## config.mk

```make
export PLATFORM = sky130hd
export DESIGN_NAME = pic_cascade_ctrl
export DESIGN_NICKNAME = d
export VERILOG_FILES = /design/src/rtl/pic_cascade_ctrl.sv
export SDC_FILE = /design/constraint.sdc
export NUM_CORES = 1
export LEC_CHECK = 0
export CORE_MARGIN = 3
export CORE_UTILIZATION = 35
export CTS_CLUSTER_SIZE = 28
export DETAILED_ROUTE_END_ITERATION = 12
export HOLD_SLACK_MARGIN = 0.06
export PLACE_DENSITY = 0.75
export SYNTH_ARGS = -nofsm -noshare
export SYNTH_HDL_FRONTEND = slang
export SYNTH_SLANG_ARGS = --single-unit
```

## constraint.sdc

```tcl
create_clock -name clk -period 6.9 [get_ports clk]
set_clock_uncertainty 0.05 [all_clocks]
set_input_delay 2.07 -clock clk [delete_from_list [all_inputs] [get_ports clk]]
set_output_delay 2.07 -clock clk [all_outputs]
set_load 0.05 [all_outputs]
```

## src/rtl/pic_cascade_ctrl.sv

```systemverilog
// Cascade controller for a master/slave 8259 pair: programs both PICs after reset,
// passes CPU port accesses through, and sequences the interrupt-acknowledge handshake.
module pic_cascade_ctrl #(
   parameter logic [7:0] MASTER_BASE   = 8'h08,
   parameter logic [7:0] SLAVE_BASE    = 8'h70,
   parameter int         CASCADE_IRQ   = 2,
   parameter logic [7:0] MASTER_MASK   = 8'h00,
   parameter logic [7:0] SLAVE_MASK    = 8'h00,
   parameter int         AUTO_INIT     = 1,
   parameter int         SLAVE_TIMEOUT = 16
) (
   input  logic       clk,
   input  logic       resetn,
   input  logic       i_cpu_io_sel,
   input  logic       i_cpu_io_address,
   input  logic       i_cpu_io_read,
   input  logic       i_cpu_io_write,
   input  logic [7:0] i_cpu_io_writedata,
   output logic [7:0] o_cpu_io_readdata,
   output logic       o_cpu_io_ready,
   output logic       o_m_io_address,
   output logic       o_m_io_read,
   output logic       o_m_io_write,
   output logic [7:0] o_m_io_writedata,
   input  logic [7:0] i_m_io_readdata,
   output logic       o_s_io_address,
   output logic       o_s_io_read,
   output logic       o_s_io_write,
   output logic [7:0] o_s_io_writedata,
   input  logic [7:0] i_s_io_readdata,
   input  logic       i_m_int_valid,
   input  logic [7:0] i_m_int_data,
   input  logic       i_m_slave_active,
   output logic       o_m_int_ack,
   input  logic       i_s_int_valid,
   input  logic [7:0] i_s_int_data,
   output logic       o_s_int_ack,
   output logic       o_cascade_irq,
   output logic       o_cpu_int_valid,
   output logic [7:0] o_cpu_int_vector,
   input  logic       i_cpu_int_ack
);

   typedef enum logic [1:0] {ST_INIT, ST_IDLE, ST_S_WAIT, ST_PRESENT} state_t;

   localparam state_t     RESET_STATE  = (AUTO_INIT != 0) ? ST_INIT : ST_IDLE;
   localparam logic [7:0] CASCADE_BIT  = 8'(8'd1 << CASCADE_IRQ);
   localparam logic [7:0] TIMEOUT_LAST = 8'(SLAVE_TIMEOUT - 1);
   localparam logic [7:0] SPURIOUS_VEC = {SLAVE_BASE[7:3], 3'd7};

   state_t     r_state;
   logic [3:0] r_k;
   logic [7:0] r_cnt;
   logic [7:0] r_vector;

   logic       w_init_slave;
   logic       w_init_addr;
   logic [7:0] w_init_data;

   // Main sequencer: init steps, master/slave acknowledge and CPU presentation
   always_ff @(posedge clk) begin
      if (!resetn) begin
         r_state  <= RESET_STATE;
         r_k      <= 4'd0;
         r_cnt    <= 8'd0;
         r_vector <= 8'h00;
      end else begin
         case (r_state)
            ST_INIT: begin
               if (r_k == 4'd9) begin
                  r_k     <= 4'd0;
                  r_state <= ST_IDLE;
               end else begin
                  r_k <= r_k + 4'd1;
               end
            end
            ST_IDLE: begin
               // The ack pulses this cycle, so data and slave_active are taken together
               if (i_m_int_valid) begin
                  if (i_m_slave_active) begin
                     r_cnt   <= 8'd0;
                     r_state <= ST_S_WAIT;
                  end else begin
                     r_vector <= i_m_int_data;
                     r_state  <= ST_PRESENT;
                  end
               end
            end
            ST_S_WAIT: begin
               if (i_s_int_valid) begin
                  r_vector <= i_s_int_data;
                  r_state  <= ST_PRESENT;
               end else if (r_cnt == TIMEOUT_LAST) begin
                  r_vector <= SPURIOUS_VEC;
                  r_state  <= ST_PRESENT;
               end else begin
                  r_cnt <= r_cnt + 8'd1;
               end
            end
            ST_PRESENT: begin
               if (i_cpu_int_ack) begin
                  r_state <= ST_IDLE;
               end
            end
            default: r_state <= RESET_STATE;
         endcase
      end
   end

   // Fixed ICW1..ICW4 + OCW1 program, master in steps 0-4 and slave in steps 5-9
   always_comb begin
      w_init_slave = 1'b0;
      w_init_addr  = 1'b0;
      w_init_data  = 8'h00;
      case (r_k)
         4'd0: begin w_init_slave = 1'b0; w_init_addr = 1'b0; w_init_data = 8'h11;        end
         4'd1: begin w_init_slave = 1'b0; w_init_addr = 1'b1; w_init_data = MASTER_BASE;  end
         4'd2: begin w_init_slave = 1'b0; w_init_addr = 1'b1; w_init_data = CASCADE_BIT;  end
         4'd3: begin w_init_slave = 1'b0; w_init_addr = 1'b1; w_init_data = 8'h01;        end
         4'd4: begin w_init_slave = 1'b0; w_init_addr = 1'b1; w_init_data = MASTER_MASK;  end
         4'd5: begin w_init_slave = 1'b1; w_init_addr = 1'b0; w_init_data = 8'h11;        end
         4'd6: begin w_init_slave = 1'b1; w_init_addr = 1'b1; w_init_data = SLAVE_BASE;   end
         4'd7: begin w_init_slave = 1'b1; w_init_addr = 1'b1; w_init_data = 8'h00;        end
         4'd8: begin w_init_slave = 1'b1; w_init_addr = 1'b1; w_init_data = 8'h01;        end
         4'd9: begin w_init_slave = 1'b1; w_init_addr = 1'b1; w_init_data = SLAVE_MASK;   end
         default: begin w_init_slave = 1'b0; w_init_addr = 1'b0; w_init_data = 8'h00;     end
      endcase
   end

   // Port steering: init writes or CPU pass-through; everything quiet while in reset
   always_comb begin
      o_m_io_address   = 1'b0;
      o_m_io_read      = 1'b0;
      o_m_io_write     = 1'b0;
      o_m_io_writedata = 8'h00;
      o_s_io_address   = 1'b0;
      o_s_io_read      = 1'b0;
      o_s_io_write     = 1'b0;
      o_s_io_writedata = 8'h00;
      if (!resetn) begin
         o_m_io_write = 1'b0;
      end else if (r_state == ST_INIT) begin
         if (w_init_slave) begin
            o_s_io_address   = w_init_addr;
            o_s_io_write     = 1'b1;
            o_s_io_writedata = w_init_data;
         end else begin
            o_m_io_address   = w_init_addr;
            o_m_io_write     = 1'b1;
            o_m_io_writedata = w_init_data;
         end
      end else if (i_cpu_io_sel) begin
         o_s_io_address   = i_cpu_io_address;
         o_s_io_read      = i_cpu_io_read;
         o_s_io_write     = i_cpu_io_write;
         o_s_io_writedata = i_cpu_io_writedata;
      end else begin
         o_m_io_address   = i_cpu_io_address;
         o_m_io_read      = i_cpu_io_read;
         o_m_io_write     = i_cpu_io_write;
         o_m_io_writedata = i_cpu_io_writedata;
      end
   end

   assign o_cpu_io_readdata = i_cpu_io_sel ? i_s_io_readdata : i_m_io_readdata;
   assign o_cpu_io_ready    = (r_state != ST_INIT);
   assign o_cascade_irq     = i_s_int_valid;
   assign o_m_int_ack       = resetn && (r_state == ST_IDLE)   && i_m_int_valid;
   assign o_s_int_ack       = resetn && (r_state == ST_S_WAIT) && i_s_int_valid;
   assign o_cpu_int_valid   = (r_state == ST_PRESENT);
   assign o_cpu_int_vector  = r_vector;

endmodule

```

Yosys cells after proc, flatten, opt, wreduce, memory -nomap -nowiden
Memories as Yosys holds them, arrays and structs flattened. A register that Yosys moved wholly into a read port is not among the register bits.
Index checks and enable logic that the tools add are counted.
{"block": "op_classes", "addsub": 2, "eq_ne": 13, "n_mux": 51, "reduce_logical": 10}
{"op": "two-way mux 8 bit", "n": 17}
{"op": "one-hot mux 8 bit (2 select lines)", "n": 2}
{"op": "two-way mux 1 bit", "n": 23}
{"op": "two-way mux 4 bit", "n": 3}
{"op": "!= test 2 bit, second input constant", "n": 6}
{"op": "two-way mux 2 bit", "n": 5}
{"op": "adder 8 x 1 -> 8 bit, second input constant", "n": 1}
{"op": "equality test 8 x 4 -> 1 bit, second input constant", "n": 1}
{"op": "one-hot mux 2 bit (4 select lines)", "n": 1}
{"op": "AND reduction 4 bit", "n": 2}
{"op": "AND reduction 5 bit", "n": 1}
{"op": "adder 4 x 1 -> 4 bit, second input constant", "n": 1}
{"op": "equality test 2 bit, second input constant", "n": 2}
{"op": "equality test 4 bit, second input constant", "n": 1}
{"op": "logical AND 1 bit", "n": 4}
{"op": "nonzero test 2 bit", "n": 2}
{"op": "!= test 3 bit, second input constant", "n": 1}
{"op": "equality test 2 x 1 -> 1 bit, second input constant", "n": 1}
{"op": "zero test 2 bit", "n": 1}
{"op": "!= test 2 x 1 -> 1 bit, second input constant", "n": 1}
{"block": "word_totals", "register_bits": 22, "rom_bits": 128, "input_bits": 50, "elab_cells": 81, "n_memories": 1}
{"name": "(name not given)", "depth": 16, "width": 8, "read_ports": 1, "rd_clocked_by_memory_dff": 1, "wr": 0, "line": "115", "text": "case (r_k)"}

Longest topological paths before layout
{"block": "logic_depth", "word_depth": 4, "mapped_depth": 11, "ltp_nobuf": 11}

Worst setup path before layout
Ideal clock, no wire load.
{"block": "synth_path", "path_kind": "input-to-output", "start": "input port i_cpu_io_sel", "end": "output port o_s_io_writedata[5]", "arrival_time_ns": 3.700, "setup_slack_ns": 1.080, "stages": 5, "path_buffers": 2, "path_cell_list": "clkbuf_1 > nor2b_1 > clkbuf_1 > nand2_1 > a21oi_1"}
{"block": "synth_between", "elab_chain_cells": 3}
{"item": "start, declared", "line": "14", "text": "input logic i_cpu_io_sel,"}
{"item": "two-way mux 8 bit", "line": "152", "text": "end else if (i_cpu_io_sel) begin"}
{"item": "two-way mux 8 bit", "line": "142", "text": "end else if (r_state == ST_INIT) begin"}
{"item": "two-way mux 8 bit", "line": "140", "text": "if (!resetn) begin"}
{"item": "end, declared", "line": "29", "text": "output logic [7:0] o_s_io_writedata,"}
No other way between the ends.

Worst setup path after layout
{"block": "layout_path", "start": "input port i_cpu_io_sel", "end": "output port o_s_io_read"}
{"block": "layout_between", "elab_chain_cells": 3}
{"item": "two-way mux 1 bit", "line": "152"}
{"item": "two-way mux 1 bit", "line": "142"}
{"item": "two-way mux 1 bit", "line": "140"}
{"item": "end, declared", "line": "27", "text": "output logic o_s_io_read,"}
No other way between the ends.

==> results_dict.tcl <==
set metrics [dict create \
    post_synthesis_register_bit_count 29 \
    clk_pin_slew_worst_paths_ns 0.06 \
    ant_nets 0 \
    clock_tree.root_cell "sky130_fd_sc_hd__clkbuf_8" \
    critPathSlowestCell "sky130_fd_sc_hd__clkdlybuf4s50_1" \
    critical_path.reg2reg.endpoint "w_init_data[0]" \
    place.port_buffers 92 \
    routed_wirelength_mm 6.41 \
    gr-total-overflow 0 \
    placed_area_um2 3210 \
    htree_levels 2 \
    synth_adder_area_share 0.0658 \
    dominantRegCellSynth "sky130_fd_sc_hd__dfxtp_1" \
    cell_chain_critical_path "clkdlybuf4s50_1 -> nor2b_1 -> and3_1 -> clkdlybuf4s50_1" \
    max_slew.worst_pin.slew_ns 0.729 \
    vias_per_cell 5.34 \
    synth_top_family_by_area "simple AND/OR/NAND/NOR gates" \
    worst_hold_path_type "reg -> reg" \
    clock_latency_ns 0.29 \
    cp.arrival_ns 4.12 \
    slew_headroom 0.514 \
    synth_seq_area_share 0.278 \
    reg2regPathDepth 11 \
    setup_total_negative_slack_ns 0 \
    finalHoldViolCount 0 \
    cts-resized-gates 0 \
    count_of_synthesis_stage_warnings_from_yosys 0 \
    core_um2 5640 \
    critical-path-top-cell-by-count "sky130_fd_sc_hd__clkdlybuf4s50_1" \
    critical_path.startpoint "i_cpu_io_sel" \
    hold_slack_ns 0.408 \
    fin_ws_ns 0.655 \
    timing_worst_setup_path_type "in -> out" \
    post_route_cells_drive_above_1_share 0.109 \
    status "finished, final reports clean" \
    final.period_utilization 0.905 \
    layout_commonest_cell "sky130_fd_sc_hd__clkdlybuf4s50_1" \
    cts_tree "yes" \
    synth-edff-count 0 \
    cp_data_required_time_ns 4.78 \
    track_usage 0.185 \
    finalCriticalPeriod_ns 6.24 \
    post-synth-top-area-fraction 0.278 \
    numCtsBuffers 5 \
    timing.fmax_mhz 160 \
    yosys-top-cells-area "sky130_fd_sc_hd__dfxtp_1 (28%), sky130_fd_sc_hd__ha_1 (6.6%), sky130_fd_sc_hd__mux2i_1 (5.3%), sky130_fd_sc_hd__nand2_1 (4.8%), sky130_fd_sc_hd__a21oi_1 (4.5%)" \
    min_to "o_cpu_int_vector[6]" \
    post_cts.repair.setup_buffers 0 \
    yosys.area_share.simple 0.264 \
    final_max_slew_viol_count 0 \
    grt_max_degree 24 \
    cts_hold_buf 0 \
    post_synth_mux_area_share 0.0958 \
    netlist.top_cell.by_area "sky130_fd_sc_hd__dfxtp_1" \
    via_count_of_the_first_global_routing_pass 2190 \
    place.gp.congestion 0.811 \
    vdd_ir_drop_max_mv 0.136 \
    power.static_leakage_nw 1.23 \
    multi_input_area_um2 1390 \
    hold_start "o_cpu_int_vector[6]" \
    detailroute.via_count 2253 \
    synthesis.area_um2 2090 \
    fill_cells 478 \
    r2r_slack_ns 4.13 \
    synth_fp_nets 326 \
    number_of_antenna_violations_at_the_first_check_in_global_routing 0 \
    first_pass_grt_wire_length_mm 10.7 \
    worstHoldPathCells 2 \
    critPathMaxFanout 10 \
    total_number_of_placement_rows 27 \
    fin_nets 411 \
    layout-area-overhead-vs-synth_pct 57.9 \
    setup_viol_count_final 0 \
    setup.worst_path.end_class "output pin" \
    rr_startpoint "r_state[1]" \
    synth_xor_area_frac 0.00838 \
    startpoint_kind_of_the_worst_setup_timing_path "input port" \
    cp_slowest_stage_delay_ns 0.80 \
    max_cap_violations 0 \
    cts.sink_count 29 \
    async_reset_ff_frac 0 \
    drt_pass1_iterations 4 \
    post-route-cell-area_um2 3300 \
    drtIter0Drc 130 \
    die_height_um 83.3 \
    most_frequent_cells_in_the_layout "sky130_fd_sc_hd__clkdlybuf4s50_1 (75), sky130_fd_sc_hd__dfxtp_1 (29), sky130_fd_sc_hd__nand2_1 (27)" \
    die_w_um 83.3 \
    drcViolationCount 0 \
    count_of_boundary_i_o_pins 93 \
    diodes 0 \
    synth-compound-area-share 0.230 \
    power_per_cell_area_nw_per_um2 166 \
    instances_no_fill 422 \
    rsz0062_at_grt "false" \
    seqCellArea_um2 581 \
    cts_max_path_buffers 2 \
    detail_route.wl_per_cell_um 15.2 \
    dpl.cell_count 415 \
    pre_cts_slack_ns 0.659 \
    estimated_wirelength_of_the_detail_placed_design_mm 4.95 \
    synth.distinct_cells 50 \
    area_of_the_die_um2 6940 \
    postSynthCellCount 265 \
    synthesis.area_per_instance_um2 7.89 \
    initial_utilization 0.371 \
]
==> stage by stage <==
| step | util | power (mW) |
|---|---|---|
| after floorplan | - | 0.314 |
| after global placement | 0.570 | 0.404 |
| after detailed placement | 0.570 | 0.407 |
| after CTS | 0.585 | 0.550 |
| after global routing | 0.585 | 0.574 |
| final | 0.585 | 0.549 |
==> cell type report <==
type | instances | area share
Multi-Input combinational cell | 208 | 0.421
Timing Repair Buffer | 95 | 0.337
Sequential cell | 29 | 0.176
Tap cell | 72 | 0.0273
Clock buffer | 7 | 0.0262
Inverter | 11 | 0.0125
==> registers in the layout (all words and copies together) (netlist names) <==
signal / count
o_cpu_int_vector: 8
r_cnt: 8
w_init_data: 5
r_k: 4
r_state: 2
w_init_addr: 1
w_init_slave: 1
==> worst max-delay path, delay by kind of cell <==
family	cells	cell delay (ns)
and+or+nand+nor	2	0.51
buffers and inverters	2	1.54
==> synthesized netlist by cell type, types with 4 or more instances <==
cell type,instances
sky130_fd_sc_hd__a21oi_1,19
sky130_fd_sc_hd__a22oi_1,10
sky130_fd_sc_hd__and2_1,8
sky130_fd_sc_hd__and3_1,8
sky130_fd_sc_hd__clkbuf_1,13
sky130_fd_sc_hd__dfxtp_1,29
sky130_fd_sc_hd__ha_1,11
sky130_fd_sc_hd__inv_1,11
sky130_fd_sc_hd__mux2_2,8
sky130_fd_sc_hd__mux2i_1,11
sky130_fd_sc_hd__nand2_1,27
sky130_fd_sc_hd__nand2b_1,7
sky130_fd_sc_hd__nand3_1,7
sky130_fd_sc_hd__nor2_1,23
sky130_fd_sc_hd__nor2b_1,7
sky130_fd_sc_hd__o211ai_1,4
sky130_fd_sc_hd__o21ai_0,8
sky130_fd_sc_hd__o221ai_1,5
==> worst max-delay path by stage <==
stage / end / depth (start not counted) / slack (ns)
after global placement: o_s_io_writedata[1] / 4 / 0.74
after global routing: o_s_io_writedata[6] / 5 / 0.53
after CTS: o_s_io_read / 4 / 0.66
after floorplan: o_s_io_writedata[5] / 5 / 1.08
final: o_s_io_read / 4 / 0.66
after detailed placement: o_s_io_read / 4 / 0.66
==> kinds of logic after synthesis <==
family / after synthesis
xor+xnor: 2
fa+ha+maj: 11
compound gates: 70
simple gates: 106
mux: 19
flops: 29
buf+inv: 28
==> metal layers <==
layer	part of all wire	track usage	wire length (µm)	vias to the layer above
met2	0.51	0.321	3260	55
met5	0	0	0	-
met1	0.44	0.227	2810	1054
met4	0.014	0.0639	91	0
met3	0.037	0.0327	238	9
li1	-	-	-	1135
==> report_power, final <==
part           switching, mW  internal [mW]  leakage (nW)  total, mW
clock                 0.0648         0.0790        0.0443      0.144
sequential            0.0107          0.180         0.236      0.190
combinational          0.115         0.0992         0.946      0.215
total                  0.191          0.358          1.23      0.549
(Power assumes the default switching activity.)
